File: config.mk
export PLATFORM = sky130hd
export DESIGN_NAME = ctrl_pipe
export DESIGN_NICKNAME = d
export VERILOG_FILES = /design/src/rtl/ctrl_pipe.sv
export SDC_FILE = /design/constraint.sdc
export NUM_CORES = 1
export LEC_CHECK = 0
export ABC_AREA = 1
export BUFFER_PORTS_ARGS = -buffer_cell sky130_fd_sc_hd__buf_2
export CAP_MARGIN = 20
export CORE_MARGIN = 4
export CORE_UTILIZATION = 52
export CTS_CLUSTER_DIAMETER = 120
export DETAILED_ROUTE_END_ITERATION = 7
export GPL_TIMING_DRIVEN = 1
export PLACE_DENSITY = 0.79
export SKIP_CTS_REPAIR_TIMING = 1
export SYNTH_ARGS = -nofsm -noshare
export SYNTH_HDL_FRONTEND = slang
export SYNTH_SLANG_ARGS = --single-unit
File: constraint.sdc
create_clock -name clk -period 1.5 [get_ports clk]
set_input_delay 0.3 -clock clk [delete_from_list [all_inputs] [get_ports clk]]
set_output_delay 0.3 -clock clk [all_outputs]
set_load 0.01 [all_outputs]
File: src/rtl/ctrl_pipe.sv
// rtl/ctrl_pipe.sv - pipelined opcode decoder with load-use, MUL occupancy and JAL flush control
//
// Decodes the ID-stage opcode into a control bundle and carries it through the
// EX, MEM and WB stage registers. It also drives stall and flush back to the
// front end.
//
// Ports:
//   clk, rst_n                      clock (rising edge), asynchronous active-low reset
//   id_valid, id_op                 ID-stage instruction valid and opcode
//   id_rs1, id_rs2, id_rd           ID-stage register indices
//   ex_alu_src, ex_alu_op           EX-stage ALU controls (registered)
//   mem_read, mem_write             MEM-stage load/store enables (registered)
//   wb_mem_to_reg, wb_reg_write     WB-stage result select and write enable (registered)
//   wb_rd                           WB-stage destination (registered)
//   pc_src, flush                   jump redirect and IF/ID squash (from EX state)
//   stall                           hold PC and IF/ID (from EX state and ID inputs)
//   mul_busy                        MUL occupying EX beyond its first cycle
module ctrl_pipe #(
  parameter int OP_W    = 8,
  parameter int REG_W   = 5,
  parameter int MUL_LAT = 3
) (
  input  logic             clk,
  input  logic             rst_n,
  input  logic             id_valid,
  input  logic [OP_W-1:0]  id_op,
  input  logic [REG_W-1:0] id_rs1,
  input  logic [REG_W-1:0] id_rs2,
  input  logic [REG_W-1:0] id_rd,
  output logic [1:0]       ex_alu_src,
  output logic [3:0]       ex_alu_op,
  output logic             mem_read,
  output logic             mem_write,
  output logic [1:0]       wb_mem_to_reg,
  output logic             wb_reg_write,
  output logic [REG_W-1:0] wb_rd,
  output logic             pc_src,
  output logic             flush,
  output logic             stall,
  output logic             mul_busy
);

  localparam int CNT_W = (MUL_LAT > 1) ? $clog2(MUL_LAT) : 1;
  localparam logic [CNT_W-1:0] CNT_LOAD = CNT_W'(MUL_LAT - 1);

  localparam logic [OP_W-1:0] OP_ADD = OP_W'(8'h08);
  localparam logic [OP_W-1:0] OP_MUL = OP_W'(8'h18);
  localparam logic [OP_W-1:0] OP_SW  = OP_W'(8'h19);
  localparam logic [OP_W-1:0] OP_LW  = OP_W'(8'h31);
  localparam logic [OP_W-1:0] OP_JAL = OP_W'(8'h04);

  typedef struct packed {
    logic             valid;
    logic [1:0]       alu_src;
    logic [3:0]       alu_op;
    logic             mem_read;
    logic             mem_write;
    logic [1:0]       mem_to_reg;
    logic             reg_write;
    logic             jal;
    logic             mul;
    logic [REG_W-1:0] rd;
  } ex_t;

  typedef struct packed {
    logic             valid;
    logic             mem_read;
    logic             mem_write;
    logic [1:0]       mem_to_reg;
    logic             reg_write;
    logic [REG_W-1:0] rd;
  } mem_t;

  typedef struct packed {
    logic             valid;
    logic [1:0]       mem_to_reg;
    logic             reg_write;
    logic [REG_W-1:0] rd;
  } wb_t;

  ex_t              dec;
  ex_t              ex_d,  ex_q;
  mem_t             mem_d, mem_q;
  wb_t              wb_d,  wb_q;
  logic [CNT_W-1:0] cnt_d, cnt_q;

  logic mul_busy_c;
  logic load_use_c;
  logic jal_c;

  // ID decode; unknown opcodes and invalid slots become an all-zero bubble.
  always_comb begin
    dec = '0;
    if (id_valid) begin
      case (id_op)
        OP_ADD: begin
          dec.valid     = 1'b1;
          dec.reg_write = 1'b1;
        end
        OP_MUL: begin
          dec.valid     = 1'b1;
          dec.reg_write = 1'b1;
          dec.alu_op    = 4'b0010;
          dec.mul       = 1'b1;
        end
        OP_SW: begin
          dec.valid     = 1'b1;
          dec.mem_write = 1'b1;
          dec.alu_src   = 2'b01;
        end
        OP_LW: begin
          dec.valid      = 1'b1;
          dec.mem_read   = 1'b1;
          dec.mem_to_reg = 2'b01;
          dec.reg_write  = 1'b1;
          dec.alu_src    = 2'b01;
        end
        OP_JAL: begin
          dec.valid      = 1'b1;
          dec.mem_to_reg = 2'b10;
          dec.reg_write  = 1'b1;
          dec.jal        = 1'b1;
        end
        default: ;
      endcase
      if (dec.valid) dec.rd = id_rd;
      // x0 is hardwired, so writes to it are dropped at decode.
      if (id_rd == '0) dec.reg_write = 1'b0;
    end
  end

  assign mul_busy_c = ex_q.valid && ex_q.mul && (cnt_q != '0);
  // Only LW sets mem_read, so it identifies a load sitting in EX.
  assign load_use_c = ex_q.valid && ex_q.mem_read && (ex_q.rd != '0) && id_valid &&
                      ((ex_q.rd == id_rs1) || (ex_q.rd == id_rs2));
  // A JAL is never held in EX, so its single EX cycle is also its first.
  assign jal_c      = ex_q.valid && ex_q.jal;

  always_comb begin
    ex_d  = ex_q;
    cnt_d = cnt_q;
    mem_d = '0;

    wb_d.valid      = mem_q.valid;
    wb_d.mem_to_reg = mem_q.mem_to_reg;
    wb_d.reg_write  = mem_q.reg_write;
    wb_d.rd         = mem_q.rd;

    if (mul_busy_c) begin
      // EX holds the MUL and MEM takes a bubble (mem_d stays zero).
      cnt_d = cnt_q - 1'b1;
    end else begin
      mem_d.valid      = ex_q.valid;
      mem_d.mem_read   = ex_q.mem_read;
      mem_d.mem_write  = ex_q.mem_write;
      mem_d.mem_to_reg = ex_q.mem_to_reg;
      mem_d.reg_write  = ex_q.reg_write;
      mem_d.rd         = ex_q.rd;
      if (load_use_c || jal_c) begin
        // Load-use inserts a bubble behind the LW; JAL squashes the ID slot.
        ex_d  = '0;
        cnt_d = '0;
      end else begin
        ex_d  = dec;
        cnt_d = dec.mul ? CNT_LOAD : '0;
      end
    end
  end

  always_ff @(posedge clk or negedge rst_n) begin
    if (!rst_n) begin
      ex_q  <= '0;
      mem_q <= '0;
      wb_q  <= '0;
      cnt_q <= '0;
    end else begin
      ex_q  <= ex_d;
      mem_q <= mem_d;
      wb_q  <= wb_d;
      cnt_q <= cnt_d;
    end
  end

  assign ex_alu_src    = ex_q.alu_src;
  assign ex_alu_op     = ex_q.alu_op;
  assign mem_read      = mem_q.valid && mem_q.mem_read;
  assign mem_write     = mem_q.valid && mem_q.mem_write;
  assign wb_mem_to_reg = wb_q.mem_to_reg;
  assign wb_reg_write  = wb_q.valid && wb_q.reg_write;
  assign wb_rd         = wb_q.rd;
  assign pc_src        = jal_c;
  assign flush         = jal_c;
  assign stall         = mul_busy_c || load_use_c;
  assign mul_busy      = mul_busy_c;

endmodule

# == After elaboration in Yosys (flattened, before gate mapping) ==
# Cells that the tools add are included.
# Widths: inputs -> output; s select.
# word_totals
reg_bits,41
inputBits,26
wordCells,66
# classes
add_sub_neg,1
n_eq_ne,7
muxes,18
n_reduce_logical,19
# ops
cell,n
$mux 19,2
$eq 8x5->1 const B,2
$mux 11,1
$eq 5x5->1,2
$logic_and 1x1->1,10
$mux 1,9
$eq 8x3->1 const B,1
$eq 8x4->1 const B,1
$eq 8x6->1 const B,1
$mux 2,4
$logic_not 5->1,1
$mux 5,1
$reduce_bool 5->1,1
$reduce_or 5->1,1
$pmux 2 s2,1
$reduce_or 4->1,1
$logic_or 1x1->1,3
$reduce_bool 2->1,1
$reduce_or 2->1,1
$sub 2x1->2 const B,1

# == Longest topological paths before layout ==
# depth
depth_word,9
mapped_depth,10
ltp_nobuf,10

# == Least setup slack after synthesis ==
# No wires, ideal clock.
# synth_timing
path_type,reg2out
start,register cnt_q[0]
end,output port mul_busy
arrival_time_ns,1.085
path_slack_ns,0.115
path_stages_with_launch,5
path_buffers,1
path_cell_list,dfrtp_1 -> inv_1 -> ha_1 -> nor2_1 -> clkbuf_1
# synth_between
elab_chain_len,2
# synth_lines
element,line_no,text
start: declaration,85,"logic [CNT_W-1:0] cnt_d, cnt_q;"
start signal: assignment,180,cnt_q <= cnt_d;
$reduce_bool 2->1,132,assign mul_busy_c = ex_q.valid && ex_q.mul && (cnt_q != '0);
$logic_and 1x1->1,132,
end: declaration,40,output logic mul_busy
# No other way between the ends.

# == Worst setup path in the final report ==
# layout_timing
start,register ex_q[2] (netlist bit)
end,output port stall
# layout_between
elab_chain_len,5
elab_cells_between_ends,8
classes_between,eq/ne: 2; reduce/logical: 6
# layout_lines
element,line_no,text
start: declaration,82,"ex_t ex_d, ex_q;"
start signal: assignment,172,ex_q <= '0;
start signal: assignment,177,ex_q <= ex_d;
$reduce_bool 5->1,134,assign load_use_c = ex_q.valid && ex_q.mem_read && (ex_q.rd != '0) && id_valid &&
$logic_and 1x1->1 (2 in a row),134,
$logic_and 1x1->1 (*),134,
$logic_or 1x1->1 (*),193,assign stall = mul_busy_c || load_use_c;
end: declaration,39,"output logic stall,"
# Mark *: on every way between the ends. The rest lies on a longest branch, timed or not.

==> results.txt <==
# DRC: 0
CP Launch Type: flop
Buffers and inverters on the worst path: 2
Final Hold Viols: 0
Vias per cell: 4.611
Initial Utilization: 55.60%
Final worst path period need: 1.872 ns
Register area share after synthesis: 49.31%
Clk_lat worst skew: 0.33 ns
Crit path cell chain: buf_4 -> xnor2_1 -> nand3_1 -> nand2_2 -> nand2_2 -> nand2_2 -> buf_6
Register-to-Register Path Depth: 8
Peak supply drop: 0.2862 mV
Mapped Cells: 221
Reg2Reg Capture Point: ex_q[6]
CTS buffer count: 5
Cell Int Power: 0.001144 W
Pre-antenna DRT Iters: 4
CTS root buffer: clkbuf_4
HP Class: primary input to flop
Max cap viols: 0
Mux cell area share after synthesis: 0%
Width of the die: 65.60 microns
RSZ-0062 raised after global routing: yes
Most flop-heavy register: ex_q
Worst Path Arrival: 1.57 ns
R2r startpoint: ex_q[2]
Die span in y: 65.60 microns
WL/cell: 10.98 microns
Post-place setup slack: 0.005869 ns
Net Sw Power: 0.0003739 W
Layout Skew: 0.01121 ns
WHS Endpoint: ex_q[18]
Post-Synth Simple-Gate Area: 32.56%
Req. time, crit path: 1.20 ns
Most frequent cells in the layout: 60 x nand2_1, 39 x buf_2, 33 x dfrtp_1
Fmax: 534.3 MHz
Max clock buf depth: 2
Hold depth: 3
First-pass GRT wire length: 5244 microns
Yosys warning count: 0
Slowest stage delay, CP: 0.44 ns
CP Max Fanout: 4
XOR/XNOR share of the synthesized area: 1.015%
Syn Area/Cell: 7.807 sq um
PwrDens: 694.2 mW/mm^2
Flop pwr share: 60.7%
I/O Buffers: 41
Leakage Power: 1.264 nW
Crit-path slowest cell: dfrtp_1
Remaining global-route overflow: 0
Largest family of logic cells by synthesized area: simple AND/OR/NAND/NOR gates
Failing checks: negative setup slack
Core footprint: 0.003103 sq mm
Final Slew Violations: 0
Post-route setup slack: -0.3717 ns
Comb pwr share: 9.2%
Sw Share: 24.64%
Overall power: 0.001518 W
Worst hold start: id_valid
Most common cell after layout, fill and taps aside: nand2_1
Pin count of the biggest net entering global routing: 35
R2r setup slk: 0.01 ns
Routed Antenna Nets: 0
Critical path's top delay family: flip-flops
Initial DRC Count: 89
Clock sink count: 34
Post-Synth Adder-Cell Area: 0.7252%
RePlAce Congestion: 0.8607
Rows: 20
Ant diodes: 0
Nets@finish: 299
Cell Area, Synth: 0.001725 sq mm
Complex-gate fraction of the synthesized area: 1.595%
CP dominant cell by count: nand2_2
#FFs+latches synth: 34
Vias in the first global route: 1,313
Area growth, synth to finish: 26.69%
Max FFs per register: 11
Clock power share: 30.1%
Final critical-path share of the clock period: 124.8%
Number of library cell types mapped by synthesis: 25
Total Wirelength: 3469 microns
Layout cell share with drive strength beyond 1: 38.24%
Vias: 1,457
Initial antenna violation count: 0
Total Routing Usage GR: 16.12%
Critical path capture point type: output pin
CP Class: flop to output pin
CTS tree: done
Die Area: 0.004303 sq mm
DP HPWL: 2396 microns
Status: finished with violations
H-Tree Depth: 2
Clock-pin slew on the worst setup and hold paths: 0.10 ns
I/O pin count: 46
# setup viols final: 2
-- logic make-up after synthesis --
logic type | count (synthesis)
compound gates | 4
xor+xnor | 2
fa+ha+maj | 1
buf+inv | 50
flops | 34
other cells | 1
simple gates | 129
-- power groups by stage --
stage,Clock (W),Combinational (W),Sequential [W]
after floorplan,0,0.0000611,0.000940
after global placement,0,0.000128,0.000940
after detailed placement,0,0.000130,0.000940
after CTS,0.000460,0.000130,0.000922
after global routing,0.000512,0.000159,0.000922
final,0.000457,0.000139,0.000922
-- Yosys cell counts --
master | number | area (sq um)
nand3_4 | 1 | 17.52
nor4_1 | 1 | 6.260
ha_1 | 1 | 12.51
nor2_2 | 4 | 25.02
clkbuf_1 | 2 | 7.510
nor3_1 | 2 | 10.01
buf_6 | 1 | 11.26
or2_2 | 1 | 6.260
nor2_4 | 2 | 22.52
inv_1 | 31 | 116.4
inv_2 | 1 | 3.750
nand3_2 | 1 | 10.01
a22oi_1 | 1 | 7.510
nand2_2 | 1 | 6.260
a21oi_2 | 1 | 8.760
conb_1 | 1 | 3.750
o22ai_1 | 1 | 6.260
nor2_1 | 35 | 131.4
xnor2_1 | 2 | 17.52
nand2_1 | 65 | 244.0
buf_4 | 15 | 112.6
dfrtp_1 | 34 | 850.8
nand4_1 | 2 | 12.51
nand3_1 | 14 | 70.07
o21ai_1 | 1 | 5.000
-- per-layer routing --
layer | track usage [%] | up-vias | wire, microns
li1 | - | 744 | -
met2 | 27.43 | 49 | 1687
met5 | 0 | - | 0
met1 | 17.95 | 657 | 1512
met4 | 10.10 | 0 | 70
met3 | 3.932 | 7 | 199
-- per-stage QoR --
step / std cells / setup TNS [ns] / area [sq um] / hold slack [ns] / utilization (%)
after detailed placement: 297 / 0 / 1923 / 0.2686 / 61.98
final: 316 / -0.4118 / 2186 / 0.2194 / 70.44
after floorplan: 224 / 0 / 1737 / 0.004409 / -
after global routing: 316 / -1.279 / 2186 / 0.2168 / 70.44
after global placement: 297 / 0 / 1923 / 0.2685 / 61.98
after CTS: 304 / -0.5430 / 1971 / -0.08486 / 63.51
-- how the worst max path moves through the flow --
stage,startpoint,endpoint,slack [ns],depth (start not counted)
after detailed placement,ex_q[4],stall,0.006,9
final,ex_q[2],stall,-0.37,7
after floorplan,cnt_q[0],mul_busy,0.11,4
after CTS,ex_q[4],stall,-0.36,9
after global routing,ex_q[2],stall,-0.45,7
after global placement,ex_q[4],stall,0.05,9
-- layout make-up --
| class | instances | area, sq um |
|---|---|---|
| inverters | 32 | 120.1 |
| well taps | 44 | 55.05 |
| flip-flops and latches | 34 | 852.1 |
| multi-input cells | 140 | 732.0 |
| fillers | 258 | 917.1 |
| clock buffers | 5 | 37.54 |
| clock inverters | 2 | 10.01 |
| repair buffers | 59 | 379.1 |
-- tightest hold or removal path: stages --
cell and delay (ns):
buf_2 0.12, nand3_2 0.06, nand2_1 0.04
No activity file was read; power rests on OpenSTA's default activity.
